<file path="config.mk">
export PLATFORM = sky130hd
export DESIGN_NAME = r_int_interp
export DESIGN_NICKNAME = d
export VERILOG_FILES = /design/src/rtl/p6_pkg.sv /design/src/rtl/r_int_slot.sv /design/src/rtl/r_int_interp.sv
export SDC_FILE = /design/constraint.sdc
export NUM_CORES = 1
export LEC_CHECK = 0
export ABC_AREA = 1
export CAP_MARGIN = 10
export CORE_MARGIN = 2
export CORE_UTILIZATION = 52
export DETAILED_ROUTE_END_ITERATION = 10
export PLACE_DENSITY = 0.9
export SLEW_MARGIN = 20
export SYNTH_ARGS = -nofsm -noshare
export SYNTH_HDL_FRONTEND = slang
export SYNTH_SLANG_ARGS = --single-unit
</file>
<file path="constraint.sdc">
create_clock -name clk -period 3.5 [get_ports clk]
set_input_delay 0.7 -clock clk [delete_from_list [all_inputs] [get_ports clk]]
set_output_delay 0.7 -clock clk [all_outputs]
set_load 0.03 [all_outputs]
</file>
<file path="src/rtl/p6_pkg.sv">
// Shared types and constants for the r_int_interp interpolating sample stage.
package p6_pkg;

    localparam int unsigned WIN_DEFAULT = 16;

    localparam logic MODE_ZERO = 1'b0;
    localparam logic MODE_HOLD = 1'b1;

    typedef enum logic {
        ST_IDLE = 1'b0,
        ST_RUN  = 1'b1
    } state_t;

    // Per-channel output source for the next slot.
    typedef enum logic [1:0] {
        SEL_ZERO   = 2'd0,
        SEL_SAMPLE = 2'd1,
        SEL_HOLD   = 2'd2
    } slot_sel_t;

endpackage

</file>
<file path="src/rtl/r_int_slot.sv">
// Per-channel slot generator: holds the accepted sample and registers the
// selected slot value (new sample, zero or held sample).
// Ports:
//   clk, rst  - clock, synchronous active-high reset
//   i_load    - capture i_sample into the hold register
//   i_sel     - source of the next output slot
//   i_sample  - incoming channel sample
//   o_data    - registered slot value
module r_int_slot
    import p6_pkg::*;
#(
    parameter int unsigned WIN = WIN_DEFAULT
) (
    input  logic            clk,
    input  logic            rst,
    input  logic            i_load,
    input  slot_sel_t       i_sel,
    input  logic [WIN-1:0]  i_sample,
    output logic [WIN-1:0]  o_data
);

    logic [WIN-1:0] r_hold;
    logic [WIN-1:0] r_data;

    // Hold register and output slot register.
    always_ff @(posedge clk) begin
        if (rst) begin
            r_hold <= '0;
            r_data <= '0;
        end else begin
            if (i_load) begin
                r_hold <= i_sample;
            end
            case (i_sel)
                SEL_SAMPLE: r_data <= i_sample;
                SEL_HOLD:   r_data <= r_hold;
                default:    r_data <= '0;
            endcase
        end
    end

    assign o_data = r_data;

endmodule

</file>
<file path="src/rtl/r_int_interp.sv">
// Multi-channel interpolating sample stage. Each accepted sample produces
// Lq output slots: the sample, then Lq-1 zeros or held copies.
// Ports:
//   clk, rst  - clock, synchronous active-high reset
//   data_in   - NCH packed signed samples, channel k at [k*WIN +: WIN]
//   val_in    - input sample valid
//   l_factor  - interpolation factor (0 treated as 1), sampled on acceptance
//   mode      - 0 zero-stuff, 1 zero-order hold, sampled on acceptance
//   ready     - combinational: a val_in this cycle is accepted
//   data_out  - registered output slots
//   val_out   - registered slot valid
//   count     - accepted-sample count (wraps)
//   overrun   - one-cycle pulse after a val_in that was not accepted
module r_int_interp
    import p6_pkg::*;
#(
    parameter int unsigned WIN = WIN_DEFAULT,
    parameter int unsigned NCH = 2,
    parameter int unsigned LW  = 5,
    parameter int unsigned CW  = 12
) (
    input  logic               clk,
    input  logic               rst,
    input  logic [NCH*WIN-1:0] data_in,
    input  logic               val_in,
    input  logic [LW-1:0]      l_factor,
    input  logic               mode,
    output logic               ready,
    output logic [NCH*WIN-1:0] data_out,
    output logic               val_out,
    output logic [CW-1:0]      count,
    output logic               overrun
);

    state_t          r_state;
    logic [LW-1:0]   r_phase;
    logic [LW-1:0]   r_lq;
    logic            r_mode;
    logic [CW-1:0]   r_count;
    logic            r_overrun;
    logic            r_val_out;

    logic            w_ready;
    logic            w_acc;
    logic            w_last;
    logic [LW-1:0]   w_lnew;
    slot_sel_t       w_sel;

    // r_phase is the index of the next slot to emit; once it equals Lq the
    // last slot of the burst is on data_out and a new sample may follow.
    assign w_last  = (r_state == ST_RUN) && (r_phase == r_lq);
    assign w_ready = (r_state == ST_IDLE) || w_last;
    assign w_acc   = val_in && w_ready;
    assign w_lnew  = (l_factor == '0) ? LW'(1) : l_factor;

    // Slot source selection shared by all channels.
    always_comb begin
        w_sel = SEL_ZERO;
        if (w_acc) begin
            w_sel = SEL_SAMPLE;
        end else if ((r_state == ST_RUN) && !w_last) begin
            w_sel = (r_mode == MODE_HOLD) ? SEL_HOLD : SEL_ZERO;
        end
    end

    // Burst FSM, phase, count and strobes.
    always_ff @(posedge clk) begin
        if (rst) begin
            r_state   <= ST_IDLE;
            r_phase   <= '0;
            r_lq      <= '0;
            r_mode    <= MODE_ZERO;
            r_count   <= '0;
            r_overrun <= 1'b0;
            r_val_out <= 1'b0;
        end else begin
            r_overrun <= val_in && !w_ready;
            if (w_acc) begin
                r_lq      <= w_lnew;
                r_mode    <= mode;
                r_count   <= r_count + CW'(1);
                r_phase   <= LW'(1);
                r_state   <= ST_RUN;
                r_val_out <= 1'b1;
            end else if (r_state == ST_RUN) begin
                if (w_last) begin
                    r_state   <= ST_IDLE;
                    r_phase   <= '0;
                    r_val_out <= 1'b0;
                end else begin
                    r_phase   <= r_phase + LW'(1);
                    r_val_out <= 1'b1;
                end
            end else begin
                r_val_out <= 1'b0;
            end
        end
    end

    genvar k;
    generate
        for (k = 0; k < NCH; k++) begin : g_ch
            r_int_slot #(.WIN(WIN)) u_slot (
                .clk      (clk),
                .rst      (rst),
                .i_load   (w_acc),
                .i_sel    (w_sel),
                .i_sample (data_in[k*WIN +: WIN]),
                .o_data   (data_out[k*WIN +: WIN])
            );
        end
    endgenerate

    assign ready   = w_ready;
    assign val_out = r_val_out;
    assign count   = r_count;
    assign overrun = r_overrun;

endmodule

</file>
==> metrics.cfg <==
[critical_path]
worst_path_max_delay_cell = clkdlybuf4s50_1
crit_type = flop to primary output
path_max_fanout = 7
max_stage_delay_ns = 0.69
crit_buf_inv = 2
crit_family = buffers and inverters
critPathRequiredTime_ns = 2.80
cp-end-kind = primary output
critPathArrivalTime_ns = 2.04
path_cells = nand2_1 > inv_1 > nor2_1 > nor2_1 > nand3_4 > nand2_4 > clkdlybuf4s50_1
reg2reg_depth = 10
cp_num_cells = 7
cpMostUsedCell = nor2_1
startpoint_type = flop

[floorplan]
fp-row-count = 29
initial_utilization = 0.5365
die_w_um = 84.71
die_y_um = 84.71
core_area_um2 = 6314
pin_count = 88
die_area_um2 = 7175

[routing]
wl_mm = 8.324
wl_per_cell_um = 14.16
vias_per_cell = 5.374
drc = 0
drtIter0Drc = 210
antenna_left = 0
dr.pass1.iters = 4
num_vias = 3160

[synthesis]
synth-compound-area-share = 0.09900
seq_area_frac_synth = 0.5260
avgSynthCellArea_um2 = 7.932
yosys.area_share.simple = 0.2745
yosys.area_share.adder = 0.007388
ys_ff_latch = 89
netlist_area_um2 = 3387
synth.distinct_cells = 26
ys_warn_count = 0
synth-xor-area-share = 0.02327
synth_fp_nets = 470
netlist_instances = 427
synth.area.mux_share = 0
synth_top_family_by_area = simple AND/OR/NAND/NOR gates

[grt]
grtUsageMet2 = 0.4023
antenna_found_initial = 0
grt_use_total = 0.2344
met1_usage = 0.2814
grt_pass1_wl_mm = 13.60
grt_busiest_layer = met2
grt_overflow_total = 0
grt_max_degree = 54
use_met3 = 0.05113
grt_pass1_vias = 3033

[power]
power.leakage_nw = 1.770
powerDensity_nw_per_um2 = 498.3
irDropWorstVdd_mv = 0.4350

[clocking]
htree_levels = 3
cts.repair.resized = 0
root_buffer = clkbuf_8
numCtsBuffers = 9
cts_hold_buf = 0
clk_latency_ns = 0.36
path_clk_slew_ns = 0.08
cts.sinks = 89
cts_tree = yes
clockBufferDepth = 2
post-cts-setup-buffers = 0

[cells_and_area]
diodes = 0
multi_input_area_um2 = 1371
nets = 549
fillers = 462
fin_util = 0.7138
layout-drive-gt1-share = 0.06067
regArea_um2 = 1782
area_delta_synth_final_pct = 33.06

[timing]
fin_crit_ns = 2.744
fmax_mhz = 364.4
worst_hold_slack_ns = 0.4690
tightest_slew_ns = 0.8292
skew_ns = 0.01142
slew_viol_final = 0
setup_viol = 0
totalNegativeSetupSlack_ns = 0
hold_viol = 0
relSlewSlack = 0.4464
rsz0062_at_grt = false
period_share = 0.7840

[outcome]
status = complete, no violations

[placement]
gp_congestion = 0.8003
numPortBuffers = 87
dp_hpwl_mm = 5.608

[job]
maxCapViolCount = 0

[hold_path]
worstHoldPathCells = 2
min_path_type = flop to flop

[power by group]
| part | leakage (nW) | switching (mW) | internal [mW] |
|---|---|---|---|
| clock | 0.117 | 0.355 | 0.443 |
| combinational | 0.925 | 0.201 | 0.133 |
| sequential | 0.729 | 0.0391 | 1.07 |
[cell families (layout without fill, tap and decap cells)]
family,count (synthesis),after routing
xor gates and xnor gates,9,9
adders and majority gates,2,2
buffers and inverters,54,138
DFF,89,89
AOI/OAI and AO/OA,67,67
and+or+nand+nor,206,206
[sequential cells by signal (all words and copies together), names as in the netlist]
| register | cells |
|---|---|
| r_phase | 5 |
| g_ch.u_slot.r_hold | 32 |
| val_out | 1 |
| r_lq | 5 |
| overrun | 1 |
| g_ch.u_slot.o_data | 32 |
| count | 12 |
| r_mode | 1 |
[cells in the mapped netlist]
cell      count  area, um2
a21oi_1      23      115.1
buf_1         3      11.26
buf_2         5      25.02
buf_4         3      22.52
buf_6         2      22.52
clkbuf_1     12      45.04
clkbuf_2      1      5.000
dfxtp_1      89       1782
ha_1          2      25.02
inv_1        26      97.59
inv_2         2      7.510
nand2_1      98      367.9
nand2_2       2      12.51
nand2_4       1      11.26
nand3_1      81      405.4
nand3_4       1      17.52
nand3b_1      3      22.52
nand4_1       4      25.02
nor2_1       13      48.80
nor2_2        1      6.260
nor4_1        1      6.260
o21ai_0      42      210.2
o21ai_1       2      10.01
or2_2         1      6.260
xnor2_1       4      35.03
xor2_1        5      43.79
[final timing paths]
check | start | end | slack [ns]
hold / removal | g_ch[1].u_slot.r_hold[9]$_SDFFE_PP0P_ | g_ch[1].u_slot.r_hold[9]$_SDFFE_PP0P_ | 0.47
setup / recovery | r_phase[0]$_SDFFE_PP0P_ | ready | 0.76
setup reg to reg | r_phase[0]$_SDFFE_PP0P_ | g_ch[0].u_slot.r_hold[0]$_SDFFE_PP0P_ | 0.99
hold reg to reg | g_ch[1].u_slot.r_hold[9]$_SDFFE_PP0P_ | g_ch[1].u_slot.r_hold[9]$_SDFFE_PP0P_ | 0.47
[metrics by stage]
stage	instances	worst slack, ns	area (um2)	power, mW
3_3_place_gp	572	0.9780	4278	1.453
5_1_grt	588	0.6495	4507	2.338
6_report	588	0.7560	4507	2.246
4_1_cts	588	0.7493	4507	2.250
2_1_floorplan	427	1.634	3387	1.333
3_5_place_dp	572	0.7966	4278	1.468
[per-layer routing]
metal  part of all wire  vias up
li1                   -     1562
met1               0.40     1474
met2               0.51      114
met3              0.071       10
met4              0.012        0
met5                  0        -
[final cells by class]
cell class / instances / area share
Clock buffer: 12 / 0.03443
Timing Repair Buffer: 94 / 0.2049
Clock inverter: 4 / 0.01638
Inverter: 28 / 0.02332
Sequential cell: 89 / 0.3953
Multi-Input combinational cell: 284 / 0.3043
Tap cell: 77 / 0.02138
[worst reg2reg max path, cell delays in order, from the launching register on]
cell and delay [ns]:
dfxtp_1 0.44, nand2_1 0.08, inv_1 0.06, nor2_1 0.03
nor2_1 0.17, nand3_4 0.15, nand2_4 0.09, buf_4 0.46
nand2_2 0.40, nand2_2 0.36, o21ai_0 0.16
[layout by cell type, fill, tap and decap left out, types with 2 or more instances in the layout]
cell / Yosys / layout
nand2_2: 2 / 2
nand3b_1: 3 / 3
clkbuf_8: 0 / 11
ha_1: 2 / 2
inv_1: 26 / 26
nand2_1: 98 / 98
nand3_1: 81 / 81
nor2_2: 1 / 2
nor2_1: 13 / 12
a21oi_1: 23 / 23
clkdlybuf4s50_1: 0 / 87
o21ai_1: 2 / 2
dfxtp_1: 89 / 89
buf_4: 3 / 7
o21ai_0: 42 / 42
inv_2: 2 / 2
nand4_1: 4 / 4
xor2_1: 5 / 5
xnor2_1: 4 / 4
bufinv_16: 0 / 2
No activity file was read; power rests on OpenSTA's default activity.
